<file path="src/rtl/ip2_scanchain_reg_if.sv">
// Bus bundle between the IP2 test state machines / software side and the
// scan-chain shadow/working register block.
interface ip2_scanchain_reg_if #(
    parameter int WORD_W = 32,
    parameter int CNT_W  = 11,
    parameter int ADDR_W = 5
);
    logic              enable;
    logic              cfg_wr_en;
    logic [ADDR_W-1:0] cfg_wr_addr;
    logic [WORD_W-1:0] cfg_wr_data;
    logic [ADDR_W-1:0] rd_addr;
    logic [WORD_W-1:0] rd_data;
    logic              scanchain_reg_load;
    logic              scanchain_reg_shift;
    logic              scan_out_i;
    logic              scanchain_reg_bit0;
    logic [CNT_W-1:0]  scanchain_reg_shift_cnt;
    logic [CNT_W-1:0]  scanchain_reg_shift_cnt_max;
    logic              pass_done;
    logic              pass_error;

    modport slave (
        input  enable, cfg_wr_en, cfg_wr_addr, cfg_wr_data, rd_addr,
               scanchain_reg_load, scanchain_reg_shift, scan_out_i,
        output rd_data, scanchain_reg_bit0, scanchain_reg_shift_cnt,
               scanchain_reg_shift_cnt_max, pass_done, pass_error
    );

    modport master (
        output enable, cfg_wr_en, cfg_wr_addr, cfg_wr_data, rd_addr,
               scanchain_reg_load, scanchain_reg_shift, scan_out_i,
        input  rd_data, scanchain_reg_bit0, scanchain_reg_shift_cnt,
               scanchain_reg_shift_cnt_max, pass_done, pass_error
    );
endinterface

</file>
<file path="src/rtl/ip2_scanchain_reg.sv">
// Shadow, working and capture registers for the ASIC scan chain: serialises the
// software pattern, captures the chain return and flags a compare result.
module ip2_scanchain_reg #(
    parameter int SCAN_LEN = 768,
    parameter int WORD_W   = 32,
    parameter int CNT_W    = 11,
    parameter int ADDR_W   = 5
) (
    input  logic               clk,
    input  logic               reset_not,
    ip2_scanchain_reg_if.slave bus
);
    localparam int               N_WORDS = SCAN_LEN / WORD_W;
    localparam logic [CNT_W-1:0] CNT_MAX = CNT_W'(SCAN_LEN);

    logic [SCAN_LEN-1:0] shadow_q, shadow_d;
    logic [SCAN_LEN-1:0] working_q, working_d;
    logic [SCAN_LEN-1:0] capture_q, capture_d;
    logic [CNT_W-1:0]    shift_cnt_q, shift_cnt_d;
    logic [WORD_W-1:0]   rd_data_q, rd_data_d;
    logic                pass_done_q, pass_done_d;
    logic                pass_error_q, pass_error_d;

    always_comb begin
        shadow_d     = shadow_q;
        working_d    = working_q;
        capture_d    = capture_q;
        shift_cnt_d  = shift_cnt_q;
        pass_done_d  = pass_done_q;
        pass_error_d = pass_error_q;
        rd_data_d    = '0;

        // Word decode by loop so addresses beyond the last word match nothing.
        for (int k = 0; k < N_WORDS; k++) begin
            if (bus.cfg_wr_en && (bus.cfg_wr_addr == ADDR_W'(k))) begin
                shadow_d[k*WORD_W +: WORD_W] = bus.cfg_wr_data;
            end
            if (bus.rd_addr == ADDR_W'(k)) begin
                rd_data_d = capture_q[k*WORD_W +: WORD_W];
            end
        end

        if (bus.enable) begin
            if (bus.scanchain_reg_load) begin
                working_d    = shadow_q;
                capture_d    = '0;
                shift_cnt_d  = '0;
                pass_done_d  = 1'b0;
                pass_error_d = 1'b0;
            end else begin
                if (bus.scanchain_reg_shift && (shift_cnt_q < CNT_MAX)) begin
                    working_d   = {1'b0, working_q[SCAN_LEN-1:1]};
                    capture_d   = {bus.scan_out_i, capture_q[SCAN_LEN-1:1]};
                    shift_cnt_d = shift_cnt_q + 1'b1;
                end
                // Compare is taken one cycle after the final shift lands.
                if ((shift_cnt_q == CNT_MAX) && !pass_done_q) begin
                    pass_done_d  = 1'b1;
                    pass_error_d = (capture_q != shadow_q);
                end
            end
        end
    end

    always_ff @(posedge clk or negedge reset_not) begin
        if (!reset_not) begin
            shadow_q     <= '0;
            working_q    <= '0;
            capture_q    <= '0;
            shift_cnt_q  <= '0;
            rd_data_q    <= '0;
            pass_done_q  <= 1'b0;
            pass_error_q <= 1'b0;
        end else begin
            shadow_q     <= shadow_d;
            working_q    <= working_d;
            capture_q    <= capture_d;
            shift_cnt_q  <= shift_cnt_d;
            rd_data_q    <= rd_data_d;
            pass_done_q  <= pass_done_d;
            pass_error_q <= pass_error_d;
        end
    end

    assign bus.rd_data                     = rd_data_q;
    assign bus.scanchain_reg_bit0          = working_q[0];
    assign bus.scanchain_reg_shift_cnt     = shift_cnt_q;
    assign bus.scanchain_reg_shift_cnt_max = CNT_MAX;
    assign bus.pass_done                   = pass_done_q;
    assign bus.pass_error                  = pass_error_q;
endmodule

</file>
<file path="src/flat_wrapper.sv">
// flat-port wrapper written by rule: the top's interface ports become plain ports
module ip2_scanchain_reg_flat 
#(
    parameter int SCAN_LEN = 768,
    parameter int WORD_W   = 32,
    parameter int CNT_W    = 11,
    parameter int ADDR_W   = 5
)
  (clk, reset_not, bus_enable, bus_cfg_wr_en, bus_cfg_wr_addr, bus_cfg_wr_data, bus_rd_addr, bus_scanchain_reg_load, bus_scanchain_reg_shift, bus_scan_out_i, bus_rd_data, bus_scanchain_reg_bit0, bus_scanchain_reg_shift_cnt, bus_scanchain_reg_shift_cnt_max, bus_pass_done, bus_pass_error);
  ip2_scanchain_reg_if #(.WORD_W(WORD_W), .CNT_W(CNT_W), .ADDR_W(ADDR_W)) bus_i ();
  input  logic clk;
  input  logic reset_not;
  input wire logic [$bits(bus_i.enable)-1:0] bus_enable;
  input wire logic [$bits(bus_i.cfg_wr_en)-1:0] bus_cfg_wr_en;
  input wire logic [$bits(bus_i.cfg_wr_addr)-1:0] bus_cfg_wr_addr;
  input wire logic [$bits(bus_i.cfg_wr_data)-1:0] bus_cfg_wr_data;
  input wire logic [$bits(bus_i.rd_addr)-1:0] bus_rd_addr;
  input wire logic [$bits(bus_i.scanchain_reg_load)-1:0] bus_scanchain_reg_load;
  input wire logic [$bits(bus_i.scanchain_reg_shift)-1:0] bus_scanchain_reg_shift;
  input wire logic [$bits(bus_i.scan_out_i)-1:0] bus_scan_out_i;
  output wire logic [$bits(bus_i.rd_data)-1:0] bus_rd_data;
  output wire logic [$bits(bus_i.scanchain_reg_bit0)-1:0] bus_scanchain_reg_bit0;
  output wire logic [$bits(bus_i.scanchain_reg_shift_cnt)-1:0] bus_scanchain_reg_shift_cnt;
  output wire logic [$bits(bus_i.scanchain_reg_shift_cnt_max)-1:0] bus_scanchain_reg_shift_cnt_max;
  output wire logic [$bits(bus_i.pass_done)-1:0] bus_pass_done;
  output wire logic [$bits(bus_i.pass_error)-1:0] bus_pass_error;
  assign bus_i.enable = bus_enable;
  assign bus_i.cfg_wr_en = bus_cfg_wr_en;
  assign bus_i.cfg_wr_addr = bus_cfg_wr_addr;
  assign bus_i.cfg_wr_data = bus_cfg_wr_data;
  assign bus_i.rd_addr = bus_rd_addr;
  assign bus_i.scanchain_reg_load = bus_scanchain_reg_load;
  assign bus_i.scanchain_reg_shift = bus_scanchain_reg_shift;
  assign bus_i.scan_out_i = bus_scan_out_i;
  assign bus_rd_data = bus_i.rd_data;
  assign bus_scanchain_reg_bit0 = bus_i.scanchain_reg_bit0;
  assign bus_scanchain_reg_shift_cnt = bus_i.scanchain_reg_shift_cnt;
  assign bus_scanchain_reg_shift_cnt_max = bus_i.scanchain_reg_shift_cnt_max;
  assign bus_pass_done = bus_i.pass_done;
  assign bus_pass_error = bus_i.pass_error;
  ip2_scanchain_reg #(.SCAN_LEN(SCAN_LEN), .WORD_W(WORD_W), .CNT_W(CNT_W), .ADDR_W(ADDR_W)) u_core (.clk(clk), .reset_not(reset_not), .bus(bus_i));
endmodule
</file>
<file path="config.mk">
export PLATFORM = sky130hd
export DESIGN_NAME = ip2_scanchain_reg_flat
export DESIGN_NICKNAME = d
export VERILOG_FILES = /design/src/rtl/ip2_scanchain_reg_if.sv /design/src/rtl/ip2_scanchain_reg.sv /design/src/flat_wrapper.sv
export SDC_FILE = /design/constraint.sdc
export NUM_CORES = 2
export LEC_CHECK = 0
export ABC_AREA = 1
export CELL_PAD_IN_SITES_DETAIL_PLACEMENT = 1
export CELL_PAD_IN_SITES_GLOBAL_PLACEMENT = 1
export CORE_ASPECT_RATIO = 2
export CORE_MARGIN = 2
export CORE_UTILIZATION = 50
export DETAILED_ROUTE_END_ITERATION = 10
export GPL_ROUTABILITY_DRIVEN = 0
export GPL_TIMING_DRIVEN = 1
export PLACE_DENSITY_LB_ADDON = 0.1
export SYNTH_ARGS = -nofsm -noshare
export SYNTH_HDL_FRONTEND = slang
export SYNTH_SLANG_ARGS = --single-unit
export TNS_END_PERCENT = 5
</file>
<file path="constraint.sdc">
create_clock -name clk -period 4.4 [get_ports clk]
set_input_delay 0.66 -clock clk [delete_from_list [all_inputs] [get_ports clk]]
set_output_delay 0.66 -clock clk [all_outputs]
set_load 0.005 [all_outputs]
</file>
Word level (Yosys, flattened, before mapping)
Cells that the tools add are included.
W data, S select, Z words.
{ "word_totals": {"register_bits": 2349, "input_bits": 49, "output_inout_bits": 57, "word_cells": 147} }
{ "op_classes": {"n_lt_le_gt_ge": 1, "n_reduce_logical": 33, "muxes": 34, "n_eq_ne": 48, "n_addsub": 1} }
{ "op_table": {"columns": ["operator", "count"], "rows": [
  ["$mux W768", 4],
  ["$mux W32", 24],
  ["$ne A768 B768 Y1", 1],
  ["$eq A5 B4 Y1 const B", 16],
  ["$eq A5 B5 Y1 const B", 16],
  ["$eq A5 B3 Y1 const B", 8],
  ["$logic_and A1 B1 Y1", 26],
  ["$mux W11", 2],
  ["$eq A5 B2 Y1 const B", 4],
  ["$add A11 B1 Y11 const B", 1],
  ["$eq A11 B10 Y1 const B", 1],
  ["$lt A11 B10 Y1 const B", 1],
  ["$eq A5 B1 Y1 const B", 2],
  ["$logic_not A5 Y1", 2],
  ["$mux W1", 4],
  ["$reduce_and A2 Y1", 2],
  ["$reduce_bool A2 Y1", 2],
  ["$logic_not A1 Y1", 1]
]} }

Longest topological paths before layout
{ "depth": {"word_depth": 25, "depth_mapped": 19, "depth_no_buf": 19} }

Least setup slack after synthesis
OpenSTA, ideal clock, no wires.
{ "synth_path": {"kind": "input -> register", "from": "input port bus_scanchain_reg_load", "to": "register u_core.capture_q[382]", "n_path_buf": 4, "arrival_time_ns": 2.040, "required_ns": 4.265, "slack_ns": 2.225, "stages": 8, "setup_time_ns": 0.135, "cell_sequence": "buf_2 inv_1 nand2_1 nand2_1 clkbuf_1 clkbuf_1 clkbuf_1 o31ai_1"} }
{ "synth_between": {"elab_chain_len": 2, "word_cells_on_any_way": 3, "cone_classes": "mux (1); reduce/logical (2)"} }
{ "synth_rtl": {"columns": ["item", "line_no", "rtl"], "rows": [
  ["start: declaration", "flat_wrapper.sv:18", "input wire logic [$bits(bus_i.scanchain_reg_load)-1:0] bus_scanchain_reg_load;"],
  ["$reduce_bool A2 Y1 (no source line)", null, null],
  ["$reduce_and A2 Y1 (no source line)", null, null],
  ["end signal: assignment", "ip2_scanchain_reg.sv:77", "capture_q <= capture_d;"],
  ["end: declaration", "ip2_scanchain_reg.sv:18", "logic [SCAN_LEN-1:0] capture_q, capture_d;"]
]} }
Parallel ways exist; a longest one is shown, timed or not.
A chain may end at the register's enable or synchronous reset.

Worst setup path in the final report
{ "layout_path": {"from": "register u_core.capture_q[29]", "to": "register u_core.pass_error_q (netlist: u_core.bus.pass_error)"} }
{ "layout_between": {"elab_chain_len": 3} }
{ "layout_rtl": {"columns": ["item", "line_no", "rtl"], "rows": [
  ["$ne A768 B768 Y1", "ip2_scanchain_reg.sv:59", "pass_error_d = (capture_q != shadow_q);"],
  ["$mux W1", "ip2_scanchain_reg.sv:57", "if ((shift_cnt_q == CNT_MAX) && !pass_done_q) begin"],
  ["$mux W1", "ip2_scanchain_reg.sv:44", "if (bus.scanchain_reg_load) begin"],
  ["end signal: assignment", "ip2_scanchain_reg.sv:81", "pass_error_q <= pass_error_d;"],
  ["end: declaration", "ip2_scanchain_reg.sv:22", "logic pass_error_q, pass_error_d;"]
]} }
No other way between the ends. The select of a mux whose other input is x is not followed.

==> impl_metrics.tcl <==
set metrics [dict create \
    r2r-start "u_core.capture_q[29]" \
    critPathKind "reg -> reg" \
    instances_no_fill 15900 \
    ant_nets 0 \
    grt_pass1_vias 104000 \
    grt_pass1_wl_um 630000 \
    n_fill_cell 25800 \
    vdd_drop_max_mv 0.378 \
    wl_met3_um 14100 \
    grt_overflow_total 0 \
    clkTransAtPathRegs_ps 70 \
    hpwl_um 293000 \
    maxCapViolCount 0 \
    die_x_um 335 \
    timing.slew.headroom_pct 2.45 \
    regToRegSetupSlack_ps 850 \
    power_w 0.0543 \
    drive_gt1_share_pct 5.37 \
    io_pins 106 \
    drtIter0Drc 6173 \
    antenna_found_initial 18 \
    htreeDepth 4 \
    cts.sinks 2349 \
    area_growth_pct 10.4 \
    dpl.cell_count 15500 \
    worstPathRequired_ps 5180 \
    crit_start "u_core.capture_q[29]" \
    critPathMaxStageDelay_ps 860 \
    die-area_um2 224000 \
    grt_usage_pct 37.4 \
    core_area_um2 219000 \
    cts.repair.resized 0 \
    min_from "bus_scanchain_reg_load" \
    crit_family "simple AND/OR/NAND/NOR gates" \
    max_freq_ghz 0.282 \
    vias_per_cell 5.98 \
    rsz0062_at_grt "false" \
    cts-root-buf "clkbuf_16" \
    fin_crit_ps 3550 \
    grt_max_degree 235 \
    numPortBuffers 94 \
    finalMaxSlewViolations 0 \
    crit_chain "xnor2_1 -> nand3_1 -> nor4_1 -> nand4_1 -> nor4_1 -> and2_1 -> nand3_1 -> o21bai_1 -> nand2_1" \
    ys_ff_latch 2349 \
    crit_path_max_fanout 4 \
    path_buf_inv 0 \
    fin_setup_tns_ps 0 \
    fin_skew_ps 34.5 \
    wirelength_um 415000 \
    ys.warnings.count 0 \
    top_layer "met4" \
    clockBufferDepth 4 \
    ys_seq_area_share_pct 53.6 \
    tightest_slew_ps 1450 \
    initial_utilization_pct 50.2 \
    final_nets 12900 \
    rows 243 \
    hold_viol 0 \
    p_leak_nw 53.4 \
    setup_violations 0 \
    dr.pass1.iters 6 \
    numCtsBuffers 218 \
    crit_slowest_cell "nor4_1" \
    cts_tree "built" \
    cp-end-kind "flip-flop" \
    placed_cell_area_um2 114000 \
    status "completed" \
    wl_met1_um 136000 \
    synthCells 13200 \
    min_path_type "in -> reg" \
    timing.hold.ws_ps 244 \
    die_h_um 667 \
    p_per_area_nw_per_um2 448 \
    insertion_delay_ps 910 \
    dr_wl_met2_um 213000 \
    drcViolationCount 0 \
    synth_cell_types 39 \
    vias 95000 \
    wire_per_inst_um 26.2 \
    avgSynthCellArea_um2 8.32 \
    synth_area_um2 110000 \
    period_share_pct 80.7 \
    stdcell_area_um2 121000 \
    start_kind "flip-flop" \
    arrival_ps 4330 \
]
-- synthesized netlist by cell type (all sizes together) --
library cell | instances | area share, %
xnor2 | 510 | 4.1
o211ai | 525 | 3.6
nand2 | 3678 | 13
nor3b | 5 | 0.034
buf | 124 | 0.54
nand4 | 264 | 1.5
a2111oi | 3 | 0.024
dfrtp | 2349 | 54
and2 | 1 | 0.0057
and3 | 1 | 0.0057
conb | 2 | 0.0068
a211oi | 1 | 0.0068
inv | 1312 | 4.5
ha | 2 | 0.023
o22ai | 2 | 0.011
nor3 | 47 | 0.23
a21oi | 38 | 0.17
clkbuf | 772 | 2.6
o41ai | 1 | 0.0080
nand3 | 651 | 3.0
xor2 | 16 | 0.13
nor4 | 66 | 0.38
o21ai | 2429 | 11
a31oi | 1 | 0.0057
o21bai | 1 | 0.0068
nor2 | 238 | 0.86
clkinv | 1 | 0.0034
o31ai | 157 | 1.1
or2 | 1 | 0.0057
-- cells by family (layout without fill, tap and decap cells) --
group	count (synthesis)	after routing	share of synthesized area, %
adders and majority gates	2	2	0.0228
other	2	18	0.00684
xor gates and xnor gates	526	526	4.20
DFF	2349	2349	53.6
buffers and inverters	2209	2056	7.67
AOI/OAI and AO/OA	3158	3158	16.0
and+or+nand+nor	4952	4952	18.6
-- registers in the layout (all words and copies together), names as in the netlist --
| signal | flops |
|---|---|
| u_core.bus.pass_error | 1 |
| u_core.bus.pass_done | 1 |
| u_core.capture_q | 768 |
| u_core.shadow_q | 768 |
| u_core.working_q | 768 |
| u_core.bus.scanchain_reg_shift_cnt | 11 |
| u_core.bus.rd_data | 32 |
-- routing by layer --
metal	GRT usage (%)	vias to the layer above
met5	0	-
met4	38.4	0
met3	4.33	1404
met2	66.4	2466
met1	36.5	48700
li1	-	42400
-- final cells by class --
class | instances | area (um^2) | share of cell area [%]
flip-flops and latches | 2349 | 58800 | 48.5
multi-input cells | 8649 | 42800 | 35.3
clock buffers | 313 | 6350 | 5.24
inverters | 1313 | 4940 | 4.08
repair buffers | 361 | 3820 | 3.15
well taps | 2817 | 3520 | 2.91
clock inverters | 69 | 945 | 0.779
diodes | 7 | 17.5 | 0.0145
-- path summary, 6_finish.rpt --
check                                        endpoint  depth (start not counted)
worst max-delay path            u_core.bus.pass_error                          9
worst min-delay path             u_core.capture_q[97]                          2
worst max register to register  u_core.bus.pass_error                          9
worst min register to register  u_core.working_q[751]                          2
max in group asynchronous        u_core.shadow_q[153]                          4
min in group asynchronous        u_core.shadow_q[170]                          2
-- placed cells by master, fill, tap and decap left out, drive strengths merged, types with 92 or more instances in the layout --
cell type         n
nand2          3678
o21ai          2429
dfrtp          2349
inv            1311
nand3           651
o211ai          525
xnor2           510
clkbuf          313
buf             268
nand4           264
nor2            238
o31ai           157
clkdlybuf4s50    92
-- stage by stage --
stage	setup slack [ps]	utilization, %
floorplan	2230	-
global placement	262	52.1
detailed placement	176	52.1
CTS	935	55.4
global route	789	55.4
finish	851	55.4
-- report_power, final --
| part | switching, W | internal [W] | total, W |
|---|---|---|---|
| sequential | 0.00186 | 0.0240 | 0.0258 |
| combinational | 0.00569 | 0.00278 | 0.00846 |
| clock | 0.00872 | 0.0113 | 0.0200 |
| total | 0.0163 | 0.0381 | 0.0543 |
-- repair_timing --
item	CTS	global route
hold endpoints to repair	68	0
setup buffers	0	0
hold buffers	1	0
Note: power is estimated with default switching activity, not from simulation.
